## src/rtl/shifter_pkg.sv

```systemverilog
// Shared definitions for the sequential shift unit.
// Holds the 2-bit shift-op encoding and the control FSM state encoding.
package shifter_pkg;

    localparam logic [1:0] SH_PASS = 2'b00;
    localparam logic [1:0] SH_LSL  = 2'b01;
    localparam logic [1:0] SH_LSR  = 2'b10;
    localparam logic [1:0] SH_ASR  = 2'b11;

    typedef enum logic [1:0] {
        IDLE  = 2'd0,
        SHIFT = 2'd1,
        DONE  = 2'd2
    } state_t;

endpackage

```

## src/rtl/shift_step.sv

```systemverilog
// Combinational single-position shift/rotate step.
// Ports: data_i operand, op_i shift op, rot_i rotate select, next_o stepped data.
module shift_step
    import shifter_pkg::*;
#(
    parameter int WIDTH = 16
) (
    input  logic [WIDTH-1:0] data_i,
    input  logic [1:0]       op_i,
    input  logic             rot_i,
    output logic [WIDTH-1:0] next_o
);

    // Fill bit depends on op: wrap-around for rotates, sign for ASR, else zero.
    always_comb begin
        next_o = data_i;
        unique case (op_i)
            SH_LSL:  next_o = {data_i[WIDTH-2:0], rot_i & data_i[WIDTH-1]};
            SH_LSR:  next_o = {rot_i & data_i[0], data_i[WIDTH-1:1]};
            SH_ASR:  next_o = {data_i[WIDTH-1], data_i[WIDTH-1:1]};
            default: next_o = data_i;
        endcase
    end

endmodule

```

## src/rtl/seq_shifter.sv

```systemverilog
// Multi-cycle shifter: one bit position per clock, valid/ready on both sides.
// Ports: clk, reset, in_valid/in_ready/in/shift/rotate/shift_amt request,
//        out_valid/out_ready/sout result, busy while SHIFT or DONE.
module seq_shifter
    import shifter_pkg::*;
#(
    parameter int WIDTH = 16,
    parameter int AMT_W = $clog2(WIDTH)
) (
    input  logic             clk,
    input  logic             reset,
    input  logic             in_valid,
    output logic             in_ready,
    input  logic [WIDTH-1:0] in,
    input  logic [1:0]       shift,
    input  logic             rotate,
    input  logic [AMT_W-1:0] shift_amt,
    output logic             out_valid,
    input  logic             out_ready,
    output logic [WIDTH-1:0] sout,
    output logic             busy
);

    state_t           state_q, state_d;
    logic [WIDTH-1:0] data_q, data_d;
    logic [1:0]       op_q, op_d;
    logic             rot_q, rot_d;
    logic [AMT_W-1:0] cnt_q, cnt_d;
    logic [WIDTH-1:0] step_data;

    shift_step #(.WIDTH(WIDTH)) u_step (
        .data_i (data_q),
        .op_i   (op_q),
        .rot_i  (rot_q),
        .next_o (step_data)
    );

    always_ff @(posedge clk or posedge reset) begin
        if (reset) begin
            state_q <= IDLE;
        end else begin
            state_q <= state_d;
        end
    end

    always_comb begin
        state_d = state_q;
        unique case (state_q)
            IDLE: begin
                if (in_valid) begin
                    // Pass or zero amount needs no steps.
                    if (shift == SH_PASS || shift_amt == '0) begin
                        state_d = DONE;
                    end else begin
                        state_d = SHIFT;
                    end
                end
            end
            SHIFT: begin
                if (cnt_q == AMT_W'(1)) begin
                    state_d = DONE;
                end
            end
            DONE: begin
                if (out_ready) begin
                    state_d = IDLE;
                end
            end
            default: state_d = IDLE;
        endcase
    end

    always_comb begin
        in_ready  = (state_q == IDLE);
        out_valid = (state_q == DONE);
        busy      = (state_q == SHIFT) || (state_q == DONE);
    end

    always_comb begin
        data_d = data_q;
        op_d   = op_q;
        rot_d  = rot_q;
        cnt_d  = cnt_q;
        if (state_q == IDLE && in_valid) begin
            data_d = in;
            op_d   = shift;
            rot_d  = rotate;
            cnt_d  = shift_amt;
        end else if (state_q == SHIFT) begin
            data_d = step_data;
            cnt_d  = cnt_q - AMT_W'(1);
        end
    end

    always_ff @(posedge clk or posedge reset) begin
        if (reset) begin
            data_q <= '0;
            op_q   <= SH_PASS;
            rot_q  <= 1'b0;
            cnt_q  <= '0;
        end else begin
            data_q <= data_d;
            op_q   <= op_d;
            rot_q  <= rot_d;
            cnt_q  <= cnt_d;
        end
    end

    assign sout = data_q;

endmodule
```

## config.mk

```make
export PLATFORM = sky130hd
export DESIGN_NAME = seq_shifter
export DESIGN_NICKNAME = d
export VERILOG_FILES = /design/src/rtl/shifter_pkg.sv /design/src/rtl/shift_step.sv /design/src/rtl/seq_shifter.sv
export SDC_FILE = /design/constraint.sdc
export NUM_CORES = 1
export LEC_CHECK = 0
export ABC_AREA = 1
export BUFFER_PORTS_ARGS = -buffer_cell sky130_fd_sc_hd__buf_2
export CAP_MARGIN = 20
export CORE_MARGIN = 5
export CORE_UTILIZATION = 52
export DETAILED_ROUTE_END_ITERATION = 12
export PLACE_DENSITY_LB_ADDON = 0.1
export SLEW_MARGIN = 20
export SYNTH_ARGS = -nofsm -noshare
export SYNTH_HDL_FRONTEND = slang
export SYNTH_HIERARCHICAL = 1
export SYNTH_SLANG_ARGS = --single-unit
```

## constraint.sdc

```tcl
create_clock -name clk -period 1.4 [get_ports clk]
set_input_delay 0.21 -clock clk [delete_from_list [all_inputs] [get_ports clk]]
set_output_delay 0.21 -clock clk [all_outputs]
set_load 0.1 [all_outputs]
```

======== Word-level counts from Yosys, hierarchy flattened ========
Index checks and enable logic that the tools add are counted.
word-level totals
  bits in registers ....................... 25
  output and inout bits ................... 19
  logic and storage cells ................. 41
cells by class
  add/sub/neg operators ................... 1
  eq/ne operators ......................... 10
  mux-type cells .......................... 10
  bitwise operators ....................... 2
  reduce and logical (&&, ||, !) cells .... 12
operators by type and width
  cell                                                                     number
  16-bit one-hot mux with 3 select lines                                   1
  16-bit two-way mux                                                       2
  2-bit two-way mux                                                        4
  4-bit two-way mux                                                        2
  2-bit equality test, second input constant                               3
  2-bit inequality test, second input constant                             3
  2-bit one-hot mux with 3 select lines                                    1
  3-bit AND reduction                                                      2
  2-bit by 1-bit equality test with 1-bit output, second input constant    2
  4-bit by 1-bit equality test with 1-bit output, second input constant    1
  2-bit zero test                                                          2
  4-bit zero test                                                          1
  4-bit nonzero test                                                       1
  4-bit by 1-bit subtractor with 4-bit output, second input constant       1
  3-bit nonzero test                                                       1
  1-bit bitwise AND                                                        2
  1-bit logical OR                                                         2
  2-bit by 1-bit inequality test with 1-bit output, second input constant  1
  2-bit AND reduction                                                      1
  2-bit nonzero test                                                       1
  1-bit logical AND                                                        1

======== Logic depth before layout (Yosys ltp) ========
  word-level depth ........................ 5
  mapped depth ............................ 9
  mapped depth without buffers ............ 7

======== Cells and area by module ========
Netlist, hierarchy kept.
modules (own cells, without submodules)
  module       instances  cells each  area each (µm²)
  seq_shifter  1          159         1,263.7
  shift_step   1          74          422.9

======== Worst setup path after synthesis ========
Ideal clock, no wire load.
  path kind ............................... register -> register
  start point ............................. register state_q[0]
  end point ............................... register data_q[1] (netlist: sout[1])
  setup time .............................. 0.129 ns
  arrival ................................. 1.942 ns
  data required time ...................... 1.271 ns
  slack ................................... -0.671 ns
  cell stages (with the launch flop) ...... 9
  period minus slack after synthesis ...... 2.071 ns
  cell sequence ........................... dfrtp_1 -> inv_1 -> ha_1 -> nand2_4 -> inv_2 -> nor2_4 -> buf_6 -> nand2_1 -> nand3_1
between the ends
  longest elaborated chain between the ends .. 4
  elaborated cells between the ends (all ways) .. 7
  classes of those cells .................. eq/ne (1); mux (1); reduce/logical (5)
ends and longest elaborated chain
  item                                                                line                text
  from (decl)                                                         seq_shifter.sv:24   state_t state_q, state_d;
  from (signal assigned)                                              seq_shifter.sv:42   state_q <= state_d;
  2-bit zero test *                                                   --
  net in_ready                                                        seq_shifter.sv:13   output logic in_ready,
  1-bit logical AND *                                                 seq_shifter.sv:84   if (state_q == IDLE && in_valid) begin
  4-bit nonzero test (no line) or 2-bit nonzero test (tied branches)  --
  2-bit AND reduction (no line)                                       --
  to (signal assigned)                                                seq_shifter.sv:102  data_q <= data_d;
  to (decl)                                                           seq_shifter.sv:25   logic [WIDTH-1:0] data_q, data_d;
The timed path passes the listed nets; every way through them passes the cells marked *.
A chain may end at the register's enable or synchronous reset.

======== Final worst setup path ========
  start point ............................. register state_q[0]
  end point ............................... output in_ready
between the ends
  longest elaborated chain between the ends .. 1
ends and longest elaborated chain
  item             line               text
  2-bit zero test  seq_shifter.sv:74  in_ready = (state_q == IDLE);
  to (decl)        seq_shifter.sv:13
No other way between the ends.

==> results.cfg <==
[outcome]
outcome = complete, but fails checks
violations = setup timing

[logic_synthesis]
syn_area_um2 = 1690
synth_top_area_cell = dfrtp_1
synthDistinctLibCells = 23
yosysTopAreaCellShare = 0.371
synth_nets = 265
ys_warn_count = 6
yosysSeqAreaShare = 0.371
ys_top_cells_by_area = dfrtp_1 (37%), nand2_1 (24%), nand3_1 (7.4%)
avgSynthCellArea_um2 = 7.24
ys_seq_elements = 25
netlist_instances = 233

[floorplan]
core_area_um2 = 3080
dieArea_um2 = 4480
num_rows = 20
dieWidth_um = 67.0
io_pins = 46
fp.dieH_um = 67.0
start_util = 0.548

[grt]
grt_pass1_vias = 1489
grt_antenna_before_repair = 0
grt_overflow = 0
grt_first_pass_wirelength_um = 6400
grt_max_degree = 26
grt.total_usage = 0.185

[timing]
worstMarginPinSlew_ns = 0.350
finalHoldViolCount = 0
setup_viol = 4
finalClockSkew_ns = 0.00560
max_freq_mhz = 681
worst_slack_ns = -0.0693
rsz0062_at_grt = yes
holdWs_ns = 0.0755
fin_crit_ns = 1.47
finalMaxSlewViolations = 0
maxSlewHeadroom = 0.766
final.period_utilization = 1.05

[finish]
antennaDiodeCount = 0
drive_above_1_share = 0.320
fill_cells = 266
final_area_um2 = 2170
nets = 317
syn2layout_area_growth_pct = 28.5
final_util = 0.704

[critical_path]
path_class = flip-flop to primary output
crit_buf_inv = 3
cp_cell_sequence = inv_2 > ha_4 > buf_6 > buf_12
crit_required_ns = 1.19
critical-path-max-stage-delay_ns = 0.43
cp_slowest_cell = dfrtp_1
cp_top_family = flip-flops
start_kind = flip-flop
arrival_ns = 1.26
crit_fanout = 4
crit_path_end_kind = primary output

[detailed_routing]
wl_um = 3930
vias_per_cell = 5.01
drtAntennaViolNets = 0
drt-initial-drc-count = 114
top_layer_used = met4
dr_total_vias = 1644
wl_met1_um = 1650
drt_pass1_iterations = 4
route.met3.wl_um = 255
dr_wl_met2_um = 1990
drc_errors = 0
wire_per_inst_um = 12.0

[clock_tree]
clkSinkCount = 25
cts_tree = yes
cts_max_level = 1
cts_buffer_depth = 2
root_buffer = clkbuf_4
numCtsBuffers = 3
insertion_delay_ns = 0.32
clk_pin_slew_ns = 0.13

[placed_design]
hpwl_um = 2850
port_buffers = 45
placed_area_um2 = 2050
routabilityCongestion = 0.796

[hold_path]
min_path_type = primary input to flip-flop

[run]
drv_cap = 0
## metal layers
| layer | vias to the layer above | track usage |
|---|---|---|
| met2 | 45 | 0.337 |
| met1 | 754 | 0.216 |
| met5 | - | 0 |
| li1 | 843 | - |
| met3 | 2 | 0.0455 |
| met4 | 0 | 0.0380 |
## what timing repair did
action,CTS,global route
gates resized for setup,14,1
endpoints found under the setup margin,31,10
pin swaps,1,0
buffers inserted,3,1
hold buffers,1,0
hold endpoints to repair,25,0
## cell usage after synthesis
cell      number
o211ai_1       2
buf_6          3
nand2_2       12
a22oi_1        1
nand4_1        4
buf_2          2
nand2_4        1
nand3b_1       1
o21ai_0        2
buf_12         1
dfrtp_1       25
nand2_1      107
buf_4          2
nand3_1       25
ha_1           5
xor2_1         1
nor2_1         7
a21oi_1        3
inv_4          2
inv_2          2
nor2_4         2
nand3_2       10
inv_1         13
## worst register-to-register path, stage by stage (launching register included)
cell	delay (ns)
dfrtp_1	0.43
buf_4	0.14
ha_1	0.28
nand2_2	0.15
inv_4	0.10
a22oi_1	0.15
nand2_1	0.08
## layout make-up
type,count,area [µm²],area share
inverters,17,73.8,0.0341
flip-flops and latches,25,626,0.289
well taps,44,55.1,0.0254
multi-input cells,183,932,0.430
repair buffers,55,454,0.210
clock buffers,4,26.3,0.0121
## kinds of logic after synthesis
logic type                 Yosys count  share of synthesized area
AOI/OAI and AO/OA                    8                     0.0282
xor gates and xnor gates             1                    0.00519
adders and majority gates            5                     0.0371
buffers and inverters               25                     0.0875
DFF                                 25                      0.371
and+or+nand+nor                    169                      0.471
## path summary, 6_finish.rpt
| check | startpoint | end | slack [ns] | cells past startpoint |
|---|---|---|---|---|
| min in group asynchronous | reset | sout[4]$_DFFE_PP0P_ | 0.46 | 4 |
| max in group asynchronous | reset | sout[15]$_DFFE_PP0P_ | 0.70 | 4 |
| setup / recovery | state_q[0]$_DFFE_PP0P_ | in_ready | -0.07 | 4 |
| setup reg to reg | state_q[0]$_DFFE_PP0P_ | sout[15]$_DFFE_PP0P_ | -0.02 | 6 |
| hold reg to reg | cnt_q[1]$_DFFE_PP0P_ | cnt_q[1]$_DFFE_PP0P_ | 0.52 | 2 |
| hold / removal | rotate | rot_q$_DFFE_PP0P_ | 0.08 | 3 |
## flip-flops by register name, indices dropped and copies added, names as in the netlist
register	cells
cnt_q	4
state_q	2
op_q	2
sout	16
rot_q	1
## layout by cell type, fill, tap and decap left out
cell / instances
nand2_1: 107
buf_2: 26
nand3_1: 25
dfrtp_1: 25
buf_4: 19
nand2_2: 12
inv_1: 11
nand3_2: 10
buf_12: 8
nor2_1: 7
inv_4: 4
nand4_1: 4
ha_1: 3
clkbuf_4: 3
nor2_4: 2
o21ai_0: 2
a21oi_1: 2
inv_2: 2
o211ai_1: 2
nand2_4: 1
a22oi_1: 1
nand3b_1: 1
a21oi_2: 1
xor2_1: 1
ha_4: 1
ha_2: 1
clkbuf_1: 1
dlygate4sd3_1: 1
buf_6: 1
## stage by stage
stage	worst slack (ns)	TNS, ns	cells
floorplan	-0.112	-1.14	233
global placement	0.0262	0	319
detailed placement	-0.0154	-0.0317	319
CTS	-0.0781	-0.171	327
global route	-0.119	-0.624	328
finish	-0.0693	-0.163	328
Power is not shown: default switching activity piles up to over one toggle a cycle in this logic, so the estimate is an artifact.
